File: src/rtl/forwarding_scoreboard_if.sv
// forwarding_scoreboard_if: pipeline-control, result and operand-lookup bus of forwarding_scoreboard
//   master: advance, flush, issue_*, res_*, rd_reg, rd_rf_data out; rd_data, rd_stall, stall in
//   slave : mirror of master
interface forwarding_scoreboard_if #(
  parameter int LANES  = 2,
  parameter int DEPTH  = 3,
  parameter int NUM_RD = 4,
  parameter int DATA_W = 32,
  parameter int REG_AW = 5
);
  logic                           advance;
  logic                           flush;
  logic [LANES-1:0]               issue_valid;
  logic [LANES*REG_AW-1:0]        issue_reg;
  logic [LANES-1:0]               issue_ready;
  logic [LANES*DATA_W-1:0]        issue_data;
  logic [DEPTH*LANES-1:0]         res_valid;
  logic [DEPTH*LANES*DATA_W-1:0]  res_data;
  logic [NUM_RD*REG_AW-1:0]       rd_reg;
  logic [NUM_RD*DATA_W-1:0]       rd_rf_data;
  logic [NUM_RD*DATA_W-1:0]       rd_data;
  logic [NUM_RD-1:0]              rd_stall;
  logic                           stall;
  modport master (
    output advance, flush, issue_valid, issue_reg, issue_ready, issue_data,
           res_valid, res_data, rd_reg, rd_rf_data,
    input  rd_data, rd_stall, stall
  );
  modport slave (
    input  advance, flush, issue_valid, issue_reg, issue_ready, issue_data,
           res_valid, res_data, rd_reg, rd_rf_data,
    output rd_data, rd_stall, stall
  );
endinterface

File: src/rtl/forwarding_scoreboard.sv
// forwarding_scoreboard: per-lane shadow pipeline of in-flight register writes with operand forwarding and hazard stall
//   clk, reset (sync, active-high)
//   bus (slave): advance/flush control, issue_* into stage 0, res_* capture per stage/lane,
//                rd_reg/rd_rf_data lookup in, rd_data/rd_stall/stall out (combinational)
//   FWD_PERF_CNT_EN: adds saturating stall_cnt and fwd_hit_cnt outputs
module forwarding_scoreboard #(
  parameter int LANES  = 2,
  parameter int DEPTH  = 3,
  parameter int NUM_RD = 4,
  parameter int DATA_W = 32,
  parameter int REG_AW = 5
) (
  input logic clk,
  input logic reset,
  forwarding_scoreboard_if.slave bus
`ifdef FWD_PERF_CNT_EN
  ,
  output logic [31:0] stall_cnt,
  output logic [31:0] fwd_hit_cnt
`endif
);
  logic [DEPTH-1:0][LANES-1:0]             v, rdy, nr;
  logic [DEPTH-1:0][LANES-1:0][REG_AW-1:0] rg;
  logic [DEPTH-1:0][LANES-1:0][DATA_W-1:0] dt, nd, ld;
  logic [NUM_RD-1:0]                       hit, hr, fwd, pst;
  logic [NUM_RD-1:0][DATA_W-1:0]           hd, od;

  // nr/nd: entry state after this cycle's capture; ld: value a lookup sees (stored if already ready, else bypass)
  always_comb begin
    nr = '0;
    nd = '0;
    ld = '0;
    for (int s = 0; s < DEPTH; s++)
      for (int l = 0; l < LANES; l++) begin
        nr[s][l] = rdy[s][l] | (v[s][l] & bus.res_valid[s*LANES+l]);
        nd[s][l] = (v[s][l] & bus.res_valid[s*LANES+l]) ? bus.res_data[(s*LANES+l)*DATA_W +: DATA_W] : dt[s][l];
        ld[s][l] = rdy[s][l] ? dt[s][l] : nd[s][l];
      end
  end

  // scan oldest to youngest so the last match written is the youngest (lowest stage, highest lane)
  always_comb begin
    hit = '0;
    hr  = '0;
    hd  = '0;
    fwd = '0;
    pst = '0;
    od  = '0;
    for (int p = 0; p < NUM_RD; p++) begin
      for (int s = DEPTH-1; s >= 0; s--)
        for (int l = 0; l < LANES; l++)
          if (v[s][l] && rg[s][l] == bus.rd_reg[p*REG_AW +: REG_AW]) begin
            hit[p] = 1'b1;
            hr[p]  = nr[s][l];
            hd[p]  = ld[s][l];
          end
      fwd[p] = hit[p] && hr[p] && bus.rd_reg[p*REG_AW +: REG_AW] != '0;
      pst[p] = hit[p] && !hr[p] && bus.rd_reg[p*REG_AW +: REG_AW] != '0;
      od[p]  = fwd[p] ? hd[p] : bus.rd_rf_data[p*DATA_W +: DATA_W];
    end
  end

  assign bus.rd_data  = od;
  assign bus.rd_stall = pst;
  assign bus.stall    = |pst;

  always_ff @(posedge clk) begin
    if (reset || bus.flush) v <= '0;
    else if (bus.advance) begin
      v   <= {v[DEPTH-2:0], bus.issue_valid};
      rdy <= {nr[DEPTH-2:0], bus.issue_ready};
      rg  <= {rg[DEPTH-2:0], bus.issue_reg};
      dt  <= {nd[DEPTH-2:0], bus.issue_data};
    end else begin
      rdy <= nr;
      dt  <= nd;
    end
  end

`ifdef FWD_PERF_CNT_EN
  logic [32:0] fsum;
  assign fsum = {1'b0, fwd_hit_cnt} + 33'($countones(fwd));
  always_ff @(posedge clk) begin
    if (reset) begin
      stall_cnt   <= '0;
      fwd_hit_cnt <= '0;
    end else begin
      if (bus.stall && ~&stall_cnt) stall_cnt <= stall_cnt + 32'd1;
      fwd_hit_cnt <= fsum[32] ? '1 : fsum[31:0];
    end
  end
`endif
endmodule

File: src/flat_wrapper.sv
// flat-port wrapper written by rule: the top's interface ports become plain ports
module forwarding_scoreboard_flat 
#(
  parameter int LANES  = 2,
  parameter int DEPTH  = 3,
  parameter int NUM_RD = 4,
  parameter int DATA_W = 32,
  parameter int REG_AW = 5
)
  (clk, reset, bus_advance, bus_flush, bus_issue_valid, bus_issue_reg, bus_issue_ready, bus_issue_data, bus_res_valid, bus_res_data, bus_rd_reg, bus_rd_rf_data, bus_rd_data, bus_rd_stall, bus_stall);
  forwarding_scoreboard_if #(.LANES(LANES), .DEPTH(DEPTH), .NUM_RD(NUM_RD), .DATA_W(DATA_W), .REG_AW(REG_AW)) bus_i ();
  input logic clk;
  input logic reset;
  input wire logic [$bits(bus_i.advance)-1:0] bus_advance;
  input wire logic [$bits(bus_i.flush)-1:0] bus_flush;
  input wire logic [$bits(bus_i.issue_valid)-1:0] bus_issue_valid;
  input wire logic [$bits(bus_i.issue_reg)-1:0] bus_issue_reg;
  input wire logic [$bits(bus_i.issue_ready)-1:0] bus_issue_ready;
  input wire logic [$bits(bus_i.issue_data)-1:0] bus_issue_data;
  input wire logic [$bits(bus_i.res_valid)-1:0] bus_res_valid;
  input wire logic [$bits(bus_i.res_data)-1:0] bus_res_data;
  input wire logic [$bits(bus_i.rd_reg)-1:0] bus_rd_reg;
  input wire logic [$bits(bus_i.rd_rf_data)-1:0] bus_rd_rf_data;
  output wire logic [$bits(bus_i.rd_data)-1:0] bus_rd_data;
  output wire logic [$bits(bus_i.rd_stall)-1:0] bus_rd_stall;
  output wire logic [$bits(bus_i.stall)-1:0] bus_stall;
  assign bus_i.advance = bus_advance;
  assign bus_i.flush = bus_flush;
  assign bus_i.issue_valid = bus_issue_valid;
  assign bus_i.issue_reg = bus_issue_reg;
  assign bus_i.issue_ready = bus_issue_ready;
  assign bus_i.issue_data = bus_issue_data;
  assign bus_i.res_valid = bus_res_valid;
  assign bus_i.res_data = bus_res_data;
  assign bus_i.rd_reg = bus_rd_reg;
  assign bus_i.rd_rf_data = bus_rd_rf_data;
  assign bus_rd_data = bus_i.rd_data;
  assign bus_rd_stall = bus_i.rd_stall;
  assign bus_stall = bus_i.stall;
  forwarding_scoreboard #(.LANES(LANES), .DEPTH(DEPTH), .NUM_RD(NUM_RD), .DATA_W(DATA_W), .REG_AW(REG_AW)) u_core (.clk(clk), .reset(reset), .bus(bus_i));
endmodule
File: config.mk
export PLATFORM = sky130hd
export DESIGN_NAME = forwarding_scoreboard_flat
export DESIGN_NICKNAME = d
export VERILOG_FILES = /design/src/rtl/forwarding_scoreboard_if.sv /design/src/rtl/forwarding_scoreboard.sv /design/src/flat_wrapper.sv
export SDC_FILE = /design/constraint.sdc
export NUM_CORES = 1
export LEC_CHECK = 0
export CAP_MARGIN = 20
export CELL_PAD_IN_SITES_DETAIL_PLACEMENT = 2
export CELL_PAD_IN_SITES_GLOBAL_PLACEMENT = 2
export CORE_MARGIN = 4
export CORE_UTILIZATION = 28
export DETAILED_ROUTE_END_ITERATION = 16
export GPL_ROUTABILITY_DRIVEN = 0
export MAX_ROUTING_LAYER = met4
export PLACE_DENSITY = 0.8
export RECOVER_POWER = 50
export SETUP_SLACK_MARGIN = 0.5
export SLEW_MARGIN = 15
export SYNTH_ARGS = -nofsm -noshare
export SYNTH_HDL_FRONTEND = slang
export SYNTH_SLANG_ARGS = --single-unit
File: constraint.sdc
create_clock -name clk -period 7.5 [get_ports clk]
set_input_delay 1.5 -clock clk [delete_from_list [all_inputs] [get_ports clk]]
set_output_delay 1.5 -clock clk [all_outputs]
set_load 0.05 [all_outputs]
==> metrics, run 1 <==
post-synthesis sequential area ratio 30.1%; Tot Pwr 3.96 mW; FMAX 143 MHz; fin crit share 93.2%; layout net count 3296; WL met2 65100 um; fin crit period 6990 ps; fraction of registers with async set/reset 0%; Setup Viol. Count Final 0; IO buf count 560; Die Ht 296 um; largest net degree at the start of global routing 147; CTS root buf clkbuf_16; routed wire length 139000 um; post-detail-place hpwl 101000 um; CTS sink count 234; Post-Syn Nets 2871; commonest non-fill, non-tap cell in the layout clkdlybuf4s50_1; M1 WL 54500 um; Global Route Usage Sum 31.1%; Synth warnings 0; initial antenna violation count 23; Max-Cap Viols 3; Ports 561; commonest cells after routing, fill and taps aside clkdlybuf4s50_1, mux2i_1, a21oi_1, edfxtp_1, buf_4; # H-tree levels 1; hold path cells 2; Worst Skew 19.4 ps; slowest CP cell clkdlybuf4s50_1; Worst setup SP type input port; register area 6970 um^2; Most Frequent Cell on Critical Path clkdlybuf4s50_1; Critical Path, Cell by Cell clkdlybuf4s50_1, xor2_1, nor4_2, and3_1, nand2_2, o22ai_1, a21oi_1, mux2_4, clkdlybuf4s50_1; Initial Util 28.3%; DIE AREA 87400 um^2; Final TNS setup 0 ps; worst min path class reg2reg; violated checks capacitance limit, slew limit; Max FO, Critical Path 15; Worst Tran Pin Value 5230 ps; latest clock arrival within the worst-skew pair 620 ps; R2R Setup Slk 4930 ps; kind of critical path in2out; core footprint 82000 um^2; metal3 WL 11500 um; via count 25000; design area 30600 um^2; Worst-path clk slew 70 ps; CTS max path bufs 3; pwr dens 129 nW/um^2; Vias/cell 6.28; routed len/inst 34.9 um; Placed Area 29700 um^2; Mapped Area 23200 um^2; slew margin rel. -248%; worst hold start u_core.dt[130]$_DFFE_PN_; number of gates resized after cts 0; Hold Fails Final Rpt 0; unrepaired setup endpoints after global routing false; Pleak 12.7 nW; area of the multi-input gates 14900 um^2; Setup Fix Bufs, Post-CTS 0; worst path required time 6000 ps; vias in the first global route 27300; CP Data Arrival Time 5490 ps; grt ovf 0; Core Rows 105; cts bufs inserted 31; crit end category output pin; top-area cell type share of the netlist area 29.6%; Cell variety after synth 65; hold_buf cts 0; Worst Hold Endpoint u_core.dt[130]$_DFFE_PN_; number of synthesized flops with an enable pin 228; layout cells sized above 1 17.4%; top routing layer in use met4; CTS tree yes; maximum vdd ir drop 0.174 mV; R2R Path End u_core.dt[182]$_DFFE_PN_; Post-Syn Instances 2443; Starting DRT DRC Count 2602; DR pass1 iterations 6; Fill cells 8842; #FFs+latches synth 234; first-pass GRT wire length 196000 um; Slew Limit Fails 223; Synth area leaders edfxtp_1, mux2i_1, mux2_4; area leader, netlist edfxtp_1; beginning of the worst register-to-register path u_core.v[5]$_SDFFE_PP0P_; ys flop type edfxtp_1; die width 296 um; reg2reg path depth 4; Antenna Nets Post-Route 0; Worst path max stage delay 700 ps; drc violations 0; outcome finished, violations left; Layout area overhead 32.2%; Post-Syn Area per Cell 9.48 um^2
## flip-flops by register name (all words and copies together) (netlist names)
signal,flops
u_core.rg,30
u_core.rdy,6
u_core.v,6
u_core.dt,192
## where the power goes
part	leakage, nW	switching, mW	internal (mW)
clock network	0.445	0.673	0.781
registers	2.18	0.0433	1.52
logic	10.1	0.524	0.427
## per-layer routing
| metal | GRT usage, % | up-vias |
|---|---|---|
| li1 | - | 10400 |
| met1 | 37.4 | 12600 |
| met2 | 50.1 | 1531 |
| met3 | 6.00 | 450 |
| met4 | 15.2 | 0 |
| met5 | - | - |
## cells in the mapped netlist, drive strengths merged, types with 2 or more instances
cell     instances
nor2           150
clkbuf         159
a22oi           24
a41oi            2
nor4            14
xnor2           43
nor3            40
mux2           193
a211oi          66
a21oi          234
o211ai          76
a31oi           34
inv             74
and3            78
and2             8
o221ai         128
or2             10
o2bb2ai          2
o21a             5
nand2b           9
o22ai           32
xor2            77
nand2           84
edfxtp         228
dfxtp            6
or4              4
a221oi          65
nand3b           2
nor2b            2
buf            103
o21ai           34
mux2i          386
nand3           19
o31ai           32
nand4            9
o2111ai          2
## stage by stage
stage	hold WS, ps	instances	utilization (%)	worst slack [ps]
4_1_cts	642	3958	37.3	603
3_3_place_gp	614	3903	36.2	717
6_report	648	3980	37.4	508
5_1_grt	665	3980	37.4	498
2_1_floorplan	572	2443	-	1640
3_5_place_dp	624	3903	36.2	620
## logic make-up after synthesis
kind of cell	share of synthesized area, %
buf+inv	6.50
mux	27.5
xor+xnor	4.54
flops	30.1
simple gates	9.25
compound gates	22.1
## final cells by class
type	count	share of cell area, %
multi-input combinational	1873	48.6
sequential	234	22.7
timing repair buffer	654	20.2
tap	1070	4.37
clock buffer	35	2.58
inverter	74	0.911
clock inverter	20	0.408
antenna	20	0.163
## worst max path at each step
stage	endpoint	cells after the start	slack [ps]	startpoint
2_1_floorplan	u_core.rg[0]$_DFFE_PP_	4	1640	bus_flush
3_3_place_gp	bus_rd_data[14]	10	720	bus_rd_reg[1]
3_5_place_dp	bus_rd_data[93]	9	620	bus_rd_reg[13]
4_1_cts	bus_rd_data[93]	9	600	bus_rd_reg[13]
5_1_grt	bus_rd_data[8]	9	500	bus_rd_reg[3]
6_report	bus_rd_data[8]	9	510	bus_rd_reg[3]
## worst max-delay path: cells and delay by family
family | cells | cell delay (ps)
and+or+nand+nor | 3 | 1560
buffers and inverters | 2 | 1370
AOI/OAI and AO/OA | 2 | 450
muxes | 1 | 310
xor gates and xnor gates | 1 | 280
Power figures use the tool's default switching activity.
==> run 2, diff against run 1 <==
--- a/config.mk
+++ b/config.mk
@@ -16,6 +16,7 @@
 export PLACE_DENSITY = 0.8
 export RECOVER_POWER = 50
 export SETUP_SLACK_MARGIN = 0.5
+export SKIP_LAST_GASP = 1
 export SLEW_MARGIN = 15
 export SYNTH_ARGS = -nofsm -noshare
 export SYNTH_HDL_FRONTEND = slang
==> results of run 2 <==
Same layout as run 1: the final DEF is identical, and so are final timing and power.
==> run 3, diff against run 2 <==
--- a/config.mk
+++ b/config.mk
@@ -12,6 +12,7 @@
 export CORE_UTILIZATION = 28
 export DETAILED_ROUTE_END_ITERATION = 16
 export GPL_ROUTABILITY_DRIVEN = 0
+export HOLD_SLACK_MARGIN = 0.03
 export MAX_ROUTING_LAYER = met4
 export PLACE_DENSITY = 0.8
 export RECOVER_POWER = 50
==> results of run 3 <==
Same layout as run 1: the final DEF is identical, and so are final timing and power.
